--- config.mk ---
export PLATFORM = sky130hd
export DESIGN_NAME = hazard_unit
export DESIGN_NICKNAME = d
export VERILOG_FILES = /design/src/rtl/hazard_unit.sv
export SDC_FILE = /design/constraint.sdc
export NUM_CORES = 1
export LEC_CHECK = 0
export CORE_UTILIZATION = 37
export DETAILED_ROUTE_END_ITERATION = 10
export PLACE_DENSITY = 0.86
export SLEW_MARGIN = 20
export SYNTH_ARGS = -nofsm -noshare
export SYNTH_HDL_FRONTEND = slang
export SYNTH_SLANG_ARGS = --single-unit
--- constraint.sdc ---
create_clock -name clk_i -period 1.8 [get_ports clk_i]
set_input_delay 0.18 -clock clk_i [delete_from_list [all_inputs] [get_ports clk_i]]
set_output_delay 0.18 -clock clk_i [all_outputs]
set_load 0.02 [all_outputs]
--- src/rtl/hazard_unit.sv ---
`default_nettype none
// ============================================================================
// Module      : hazard_unit
// Description : Pipeline hazard controller for a 5-stage RV32 core. Produces
//               the E-stage forwarding selects, the load-use stall, the
//               branch/jump flushes, and a pipeline freeze while a multi-cycle
//               execute op (mul/div) is busy. A watchdog releases the freeze
//               after MC_TIMEOUT busy cycles (0 disables the watchdog).
//               Optional macro HAZARD_PERF_CNT_EN adds the stall-cycle and
//               flush-event performance counters.
// Revision    : 1.0 - initial release
// ============================================================================
module hazard_unit #(
    parameter int MC_TIMEOUT = 64,
    parameter int CNT_W      = 32
) (
    input  logic             clk_i,
    input  logic             rst_n_i,
    input  logic [4:0]       rs1_d_i,
    input  logic [4:0]       rs2_d_i,
    input  logic [4:0]       rs1_e_i,
    input  logic [4:0]       rs2_e_i,
    input  logic [4:0]       rd_e_i,
    input  logic [4:0]       rd_m_i,
    input  logic [4:0]       rd_w_i,
    input  logic             reg_write_m_i,
    input  logic             reg_write_w_i,
    input  logic [1:0]       result_src_e_i,
    input  logic             pc_src_e_i,
    input  logic             mc_start_e_i,
    input  logic             mc_done_i,
    output logic [1:0]       forward_a_e_o,
    output logic [1:0]       forward_b_e_o,
    output logic             stall_f_o,
    output logic             stall_d_o,
    output logic             stall_e_o,
    output logic             flush_d_o,
    output logic             flush_e_o,
    output logic             flush_m_o,
    output logic             mc_timeout_o
`ifdef HAZARD_PERF_CNT_EN
    ,
    output logic [CNT_W-1:0] stall_cycles_o,
    output logic [CNT_W-1:0] flush_events_o
`endif
);

    // Busy counter must be able to hold MC_TIMEOUT itself.
    localparam int CNT_BITS = (MC_TIMEOUT < 2) ? 1 : $clog2(MC_TIMEOUT + 1);
    localparam bit WDOG_EN  = (MC_TIMEOUT != 0);
    localparam logic [CNT_BITS-1:0] TIMEOUT_VAL = CNT_BITS'(MC_TIMEOUT);
    localparam logic [CNT_BITS-1:0] CNT_ONE     = CNT_BITS'(1);

    typedef enum logic [0:0] {
        ST_RUN     = 1'b0,
        ST_MC_BUSY = 1'b1
    } state_t;

    state_t              state_q, state_d;
    logic [CNT_BITS-1:0] cnt_q, cnt_d;

    logic       lw_stall;
    logic [1:0] fwd_a, fwd_b;
    logic       stall_f, stall_d, stall_e, flush_d, flush_e, flush_m, mc_timeout;

    // M-stage ALU result wins over W-stage result; x0 is never forwarded.
    function automatic logic [1:0] fwd_sel(input logic [4:0] rs);
        logic [1:0] sel;
        sel = 2'b00;
        if (reg_write_m_i && (rd_m_i != 5'd0) && (rd_m_i == rs)) begin
            sel = 2'b10;
        end else if (reg_write_w_i && (rd_w_i != 5'd0) && (rd_w_i == rs)) begin
            sel = 2'b01;
        end
        return sel;
    endfunction

    // Operand forwarding selects and the load-use hazard detect.
    always_comb begin
        fwd_a    = fwd_sel(rs1_e_i);
        fwd_b    = fwd_sel(rs2_e_i);
        lw_stall = (result_src_e_i == 2'b01) && (rd_e_i != 5'd0) &&
                   ((rd_e_i == rs1_d_i) || (rd_e_i == rs2_d_i));
    end

    // Next-state logic and the stall/flush controls for each state.
    always_comb begin
        state_d    = state_q;
        cnt_d      = cnt_q;
        stall_f    = 1'b0;
        stall_d    = 1'b0;
        stall_e    = 1'b0;
        flush_d    = 1'b0;
        flush_e    = 1'b0;
        flush_m    = 1'b0;
        mc_timeout = 1'b0;
        case (state_q)
            ST_RUN: begin
                // A multi-cycle op in E overrides any load-use or branch view
                // of the same instruction.
                if (mc_start_e_i) begin
                    if (!mc_done_i) begin
                        stall_f = 1'b1;
                        stall_d = 1'b1;
                        stall_e = 1'b1;
                        flush_m = 1'b1;
                        state_d = ST_MC_BUSY;
                        cnt_d   = CNT_ONE;
                    end
                end else begin
                    stall_f = lw_stall;
                    stall_d = lw_stall;
                    flush_d = pc_src_e_i;
                    flush_e = lw_stall | pc_src_e_i;
                end
            end
            ST_MC_BUSY: begin
                cnt_d = cnt_q + CNT_ONE;
                if (mc_done_i) begin
                    state_d = ST_RUN;
                    cnt_d   = '0;
                end else if (WDOG_EN && (cnt_q == TIMEOUT_VAL)) begin
                    mc_timeout = 1'b1;
                    state_d    = ST_RUN;
                    cnt_d      = '0;
                end else begin
                    stall_f = 1'b1;
                    stall_d = 1'b1;
                    stall_e = 1'b1;
                    flush_m = 1'b1;
                end
            end
            default: begin
                state_d = ST_RUN;
                cnt_d   = '0;
            end
        endcase
    end

    // Outputs are held quiet while reset is asserted.
    always_comb begin
        forward_a_e_o = rst_n_i ? fwd_a      : 2'b00;
        forward_b_e_o = rst_n_i ? fwd_b      : 2'b00;
        stall_f_o     = rst_n_i & stall_f;
        stall_d_o     = rst_n_i & stall_d;
        stall_e_o     = rst_n_i & stall_e;
        flush_d_o     = rst_n_i & flush_d;
        flush_e_o     = rst_n_i & flush_e;
        flush_m_o     = rst_n_i & flush_m;
        mc_timeout_o  = rst_n_i & mc_timeout;
    end

    // FSM state and busy-cycle counter registers.
    always_ff @(posedge clk_i or negedge rst_n_i) begin
        if (!rst_n_i) begin
            state_q <= ST_RUN;
            cnt_q   <= '0;
        end else begin
            state_q <= state_d;
            cnt_q   <= cnt_d;
        end
    end

`ifdef HAZARD_PERF_CNT_EN
    logic [CNT_W-1:0] stall_cycles_q, stall_cycles_d;
    logic [CNT_W-1:0] flush_events_q, flush_events_d;

    // Free-running wrap-around event counters.
    always_comb begin
        stall_cycles_d = stall_cycles_q + {{(CNT_W-1){1'b0}}, stall_f_o};
        flush_events_d = flush_events_q + {{(CNT_W-1){1'b0}}, (flush_d_o | flush_e_o)};
    end

    // Performance counter registers.
    always_ff @(posedge clk_i or negedge rst_n_i) begin
        if (!rst_n_i) begin
            stall_cycles_q <= '0;
            flush_events_q <= '0;
        end else begin
            stall_cycles_q <= stall_cycles_d;
            flush_events_q <= flush_events_d;
        end
    end

    assign stall_cycles_o = stall_cycles_q;
    assign flush_events_o = flush_events_q;
`endif

endmodule
`default_nettype wire

Word level (Yosys, flattened, before mapping)
Index checks and enable logic that the tools add are counted.
{"block": "totals", "romBits": 0, "output_inout_bits": 11, "latch_bits": 0, "elab_cells": 58, "mem_bits_rw": 0, "inputBits": 44, "n_memories": 0, "regBits": 8}
{"block": "op_classes", "n_mul": 0, "bitwise_logic": 7, "magnitude_cmp": 0, "n_addsub": 1, "div_mod_pow": 0, "n_shift": 0, "n_eq_ne": 10, "muxes": 25, "reduce_logical": 13}
{"op": "$eq 5x5->1", "n": 6}
{"op": "$mux 7", "n": 4}
{"op": "$reduce_bool 5->1", "n": 3}
{"op": "$mux 1", "n": 14}
{"op": "$pmux 7 s2", "n": 1}
{"op": "$logic_and 1x1->1", "n": 8}
{"op": "$mux 2", "n": 4}
{"op": "$add 7x1->7 const B", "n": 1}
{"op": "$eq 7x7->1 const B", "n": 1}
{"op": "$and 1x1->1", "n": 5}
{"op": "$ne 2x2->1 const B", "n": 2}
{"op": "$pmux 1 s2", "n": 2}
{"op": "$eq 2x1->1 const B", "n": 1}
{"op": "$reduce_and 2->1", "n": 1}
{"op": "$logic_or 1x1->1", "n": 1}
{"op": "$not 1->1", "n": 1}
{"op": "$or 1x1->1", "n": 1}

Longest topological paths before layout
Gate-level depths: netlist (run 1).
{"block": "logic_depth", "depth_word": 7, "ltp_mapped": 7}

Worst setup path before layout (run 1)
No wires, ideal clock.
{"block": "synth_timing", "kind": "register -> output", "startpoint": "reg cnt_q[0]", "endpoint": "out stall_f_o", "path_buffers": 1, "stages_incl_launch_ff": 8, "arrival_time_ns": 1.894, "path_slack_ns": -0.274, "cell_sequence": "dfrtp_1 > inv_1 > ha_1 > and4bb_2 > a311oi_2 > and2_1 > o21bai_1 > buf_4"}
{"block": "synth_via", "elab_chain_cells": 5}
{"element": "from (decl)", "line": "60", "text": "logic [CNT_BITS-1:0] cnt_q, cnt_d;"}
{"element": "from (signal assigned)", "line": "160", "text": "cnt_q <= cnt_d;"}
{"element": "$eq 7x7->1", "line": "122", "text": "end else if (WDOG_EN && (cnt_q == TIMEOUT_VAL)) begin"}
{"element": "$mux 1 (2 in a row)"}
{"element": "$pmux 1 s2"}
{"element": "$and 1x1->1"}
{"element": "to (decl)", "line": "34", "text": "output logic stall_f_o,"}
No other way between the ends.

Worst setup path in the final report (run 1)
{"block": "layout_timing", "startpoint": "reg cnt_q[0]", "endpoint": "out stall_d_o"}
{"block": "layout_via", "elab_chain_cells": 5}
{"element": "$eq 7x7->1", "line": "122"}
{"element": "$mux 1", "line": "122"}
{"element": "$mux 1", "line": "119", "text": "if (mc_done_i) begin"}
{"element": "$pmux 1 s2", "line": "97", "text": "case (state_q)"}
{"element": "$and 1x1->1", "line": "145", "text": "stall_d_o = rst_n_i & stall_d;"}
{"element": "to (decl)", "line": "35", "text": "output logic stall_d_o,"}
No other way between the ends.

==> results of run 1 <==
-- layer usage --
metal | up-vias | global-route usage, % | routed length (µm)
met5 | - | 0 | 0
met4 | 0 | 14.9 | 287
met3 | 29 | 8.19 | 364
met2 | 88 | 58.1 | 2260
met1 | 589 | 33.7 | 1620
li1 | 564 | - | -
-- cells by family after synthesis --
| kind of cell | after synthesis | synth area share, % |
|---|---|---|
| adders and majority gates | 2 | 2.71 |
| AOI/OAI and AO/OA | 19 | 16.0 |
| muxes | 2 | 2.17 |
| and+or+nand+nor | 38 | 24.7 |
| buffers and inverters | 6 | 3.26 |
| xor gates and xnor gates | 31 | 29.4 |
| DFF | 8 | 21.7 |
-- placed cells by master (no fill, tap or decap), drive strengths merged --
cell           instances
buf                   52
xor2                  25
clkdlybuf4s50         16
dlygate4sd2           15
dfrtp                  8
nor2                   8
xnor2                  6
nand2                  5
dlymetal6s2s           5
or4                    5
nand3                  5
clkbuf                 5
a22o                   4
nor4                   4
inv                    4
and2                   3
a21oi                  3
clkdlybuf4s15          3
o21ai                  2
nor3                   2
and3                   2
nor2b                  2
mux2i                  2
a21o                   2
o21bai                 2
ha                     2
o211ai                 1
a22oi                  1
and4b                  1
and4bb                 1
a311oi                 1
a21boi                 1
a31oi                  1
o22ai                  1
-- final cells by class --
class | instances | area (µm²) | share of cell area (%)
timing repair buffer | 93 | 822 | 42.3
sequential | 8 | 200 | 10.3
inverter | 4 | 15.0 | 0.773
tap | 28 | 35.0 | 1.80
clock buffer | 3 | 22.5 | 1.16
multi-input combinational | 92 | 848 | 43.7
-- worst max-delay path: stages (launching register included) --
cell	delay, ns
dfrtp_1	0.37
inv_2	0.06
ha_4	0.15
and4bb_2	0.23
a311oi_2	0.27
and2_4	0.20
o21bai_4	0.12
buf_6	0.14
-- sequential cells by signal (all words and copies together) (netlist names) --
signal and count:
cnt_q 7, state_q 1
-- power by group --
group	internal [mW]	leakage (nW)	switching, mW
Sequential	0.190	0.107	0.00801
Clock	0.0769	0.0138	0.0730
Combinational	0.221	0.810	0.193
-- how the worst min path moves through the flow --
stage                     cells past startpoint  slack [ns]  endpoint     start
final                                         3        0.17  cnt_q[5]   rst_n_i
after global routing                          3        0.18  cnt_q[4]   rst_n_i
after CTS                                     3        0.14  cnt_q[5]   rst_n_i
after detailed placement                      2        0.56  cnt_q[4]  cnt_q[4]
after global placement                        2        0.55  cnt_q[4]  cnt_q[4]
after floorplan                               0       -0.12  cnt_q[0]   rst_n_i
-- timing repair --
action / in CTS / in global routing
pin swaps: 14 / 13
resized for setup: 111 / 24
hold endpoints to repair: 0 / 0
setup endpoints to repair: 11 / 11
setup buffers: 4 / 2
==> qor.csv, run 1 <==
metric;value;unit
r2r_end;cnt_q[6];
synth_area_per_cell;8.70;µm²
ant_nets;0;
timing.final.hold_violations;0;
setup_ws;-0.198;ns
final_cells;228;
dp_cells;220;
fin_nets;248;
drcViolationCount;0;
finalCritPeriodShare;111;%
max_clock_freq;500;MHz
vdd_ir_drop_max;0.411;mV
synth_top_area_cell;xor2_1;
synth.most_common_cell;xor2_1;
clk_pin_slew;0.07;ns
numPortBuffers;54;
crit_path_start_kind;flop;
yosysUniqueCellTypes;32;
clockRootBuffer;clkbuf_4;
leakagePower;0.931;nW
synth.net_count;152;
path_max_fanout;2;
startpoint;cnt_q[0];
gp_congestion;0.912;
via_per_inst;5.57;
ys_top_cells_by_count;xor2_1, dfrtp_1, nor2_1;
place_area;1750;µm²
rsz0062_at_grt;yes;
grt_usage;32.0;%
r2r_slack;0.16;ns
synth_flop_cell;dfrtp_1;
synth_warnings;0;
fin_skew;0.0143;ns
status;complete, but fails checks;
clkSinkCount;8;
die-area;2700;µm²
fp.dieW;51.9;µm
worstMarginPinSlew;0.478;ns
grt_pass1_wl;6.09;mm
whs;0.171;ns
first_pass_iters;4;
clk_path_buf_depth;2;
ys_ff_latch;8;
maxSlewViolCount;0;
hold_path.class;input port to async pin;
worst_r2r_path_depth;7;
crit_end;stall_d_o;
io_pins;55;
drive_above_1_share;43.0;%
end_kind;primary output;
maxCapViolCount;0;
pre_cts_slack;-0.702;ns
synth_seq_area_share;21.7;%
synthToLayoutAreaGrowth;111;%
utilization;85.4;%
drt-total-wl;4.52;mm
numCtsBuffers;3;
ys_top_cells_by_area;xor2_1, dfrtp_1, xnor2_1, or4_1, a22o_1;
core_area;2280;µm²
timing.rr.start;cnt_q[0];
tns;-0.743;ns
synth.top_cell.area_share;23.7;%
cp.arrival;1.82;ns
violations;negative setup slack;
grt_pass1_vias;1240;
finalInstanceArea;1940;µm²
wl_per_cell;19.8;µm
path_class;flop to primary output;
total_power;0.761;mW
power_per_cell_area;392;nW/µm²
synth-async-reset-ratio;100;%
cts_tree;yes;
min_period;2.00;ns
dr_total_vias;1270;
syn_area;922;µm²
clock_latency;0.27;ns
cp.required;1.62;ns
num_antenna_cells;0;
syn_inst;106;
cts_htree_levels;1;
setup_viol;6;
slew-limit-headroom;68.1;%
rows;17;
synth_edf_count;0;
die_h;51.9;µm
hold_buffers;0;
initial_core_util;40.5;%
dp_hpwl;2.93;mm
antenna_found_initial;0;
dr.first_iter.drc_count;40;
grt_max_degree;14;
grt_overflow;0;
fillers;124;
Power figures use the tool's default switching activity.
==> inputs of run 2 (changes only) <==
--- a/config.mk
+++ b/config.mk
@@ -6,6 +6,7 @@
 export NUM_CORES = 1
 export LEC_CHECK = 0
 export CORE_UTILIZATION = 37
+export CTS_CLUSTER_DIAMETER = 80
 export DETAILED_ROUTE_END_ITERATION = 10
 export PLACE_DENSITY = 0.86
 export SLEW_MARGIN = 20
==> results of run 2 <==
The final DEF is identical to that of run 1; final timing and power are the same.
==> inputs of run 3 (changes only) <==
--- a/config.mk
+++ b/config.mk
@@ -5,6 +5,7 @@
 export SDC_FILE = /design/constraint.sdc
 export NUM_CORES = 1
 export LEC_CHECK = 0
+export CAP_MARGIN = 20
 export CORE_UTILIZATION = 37
 export CTS_CLUSTER_DIAMETER = 80
 export DETAILED_ROUTE_END_ITERATION = 10
@@ -13,3 +14,4 @@
 export SYNTH_ARGS = -nofsm -noshare
 export SYNTH_HDL_FRONTEND = slang
 export SYNTH_SLANG_ARGS = --single-unit
+export TNS_END_PERCENT = 100
==> results of run 3 <==
The final DEF is identical to that of run 1; final timing and power are the same.
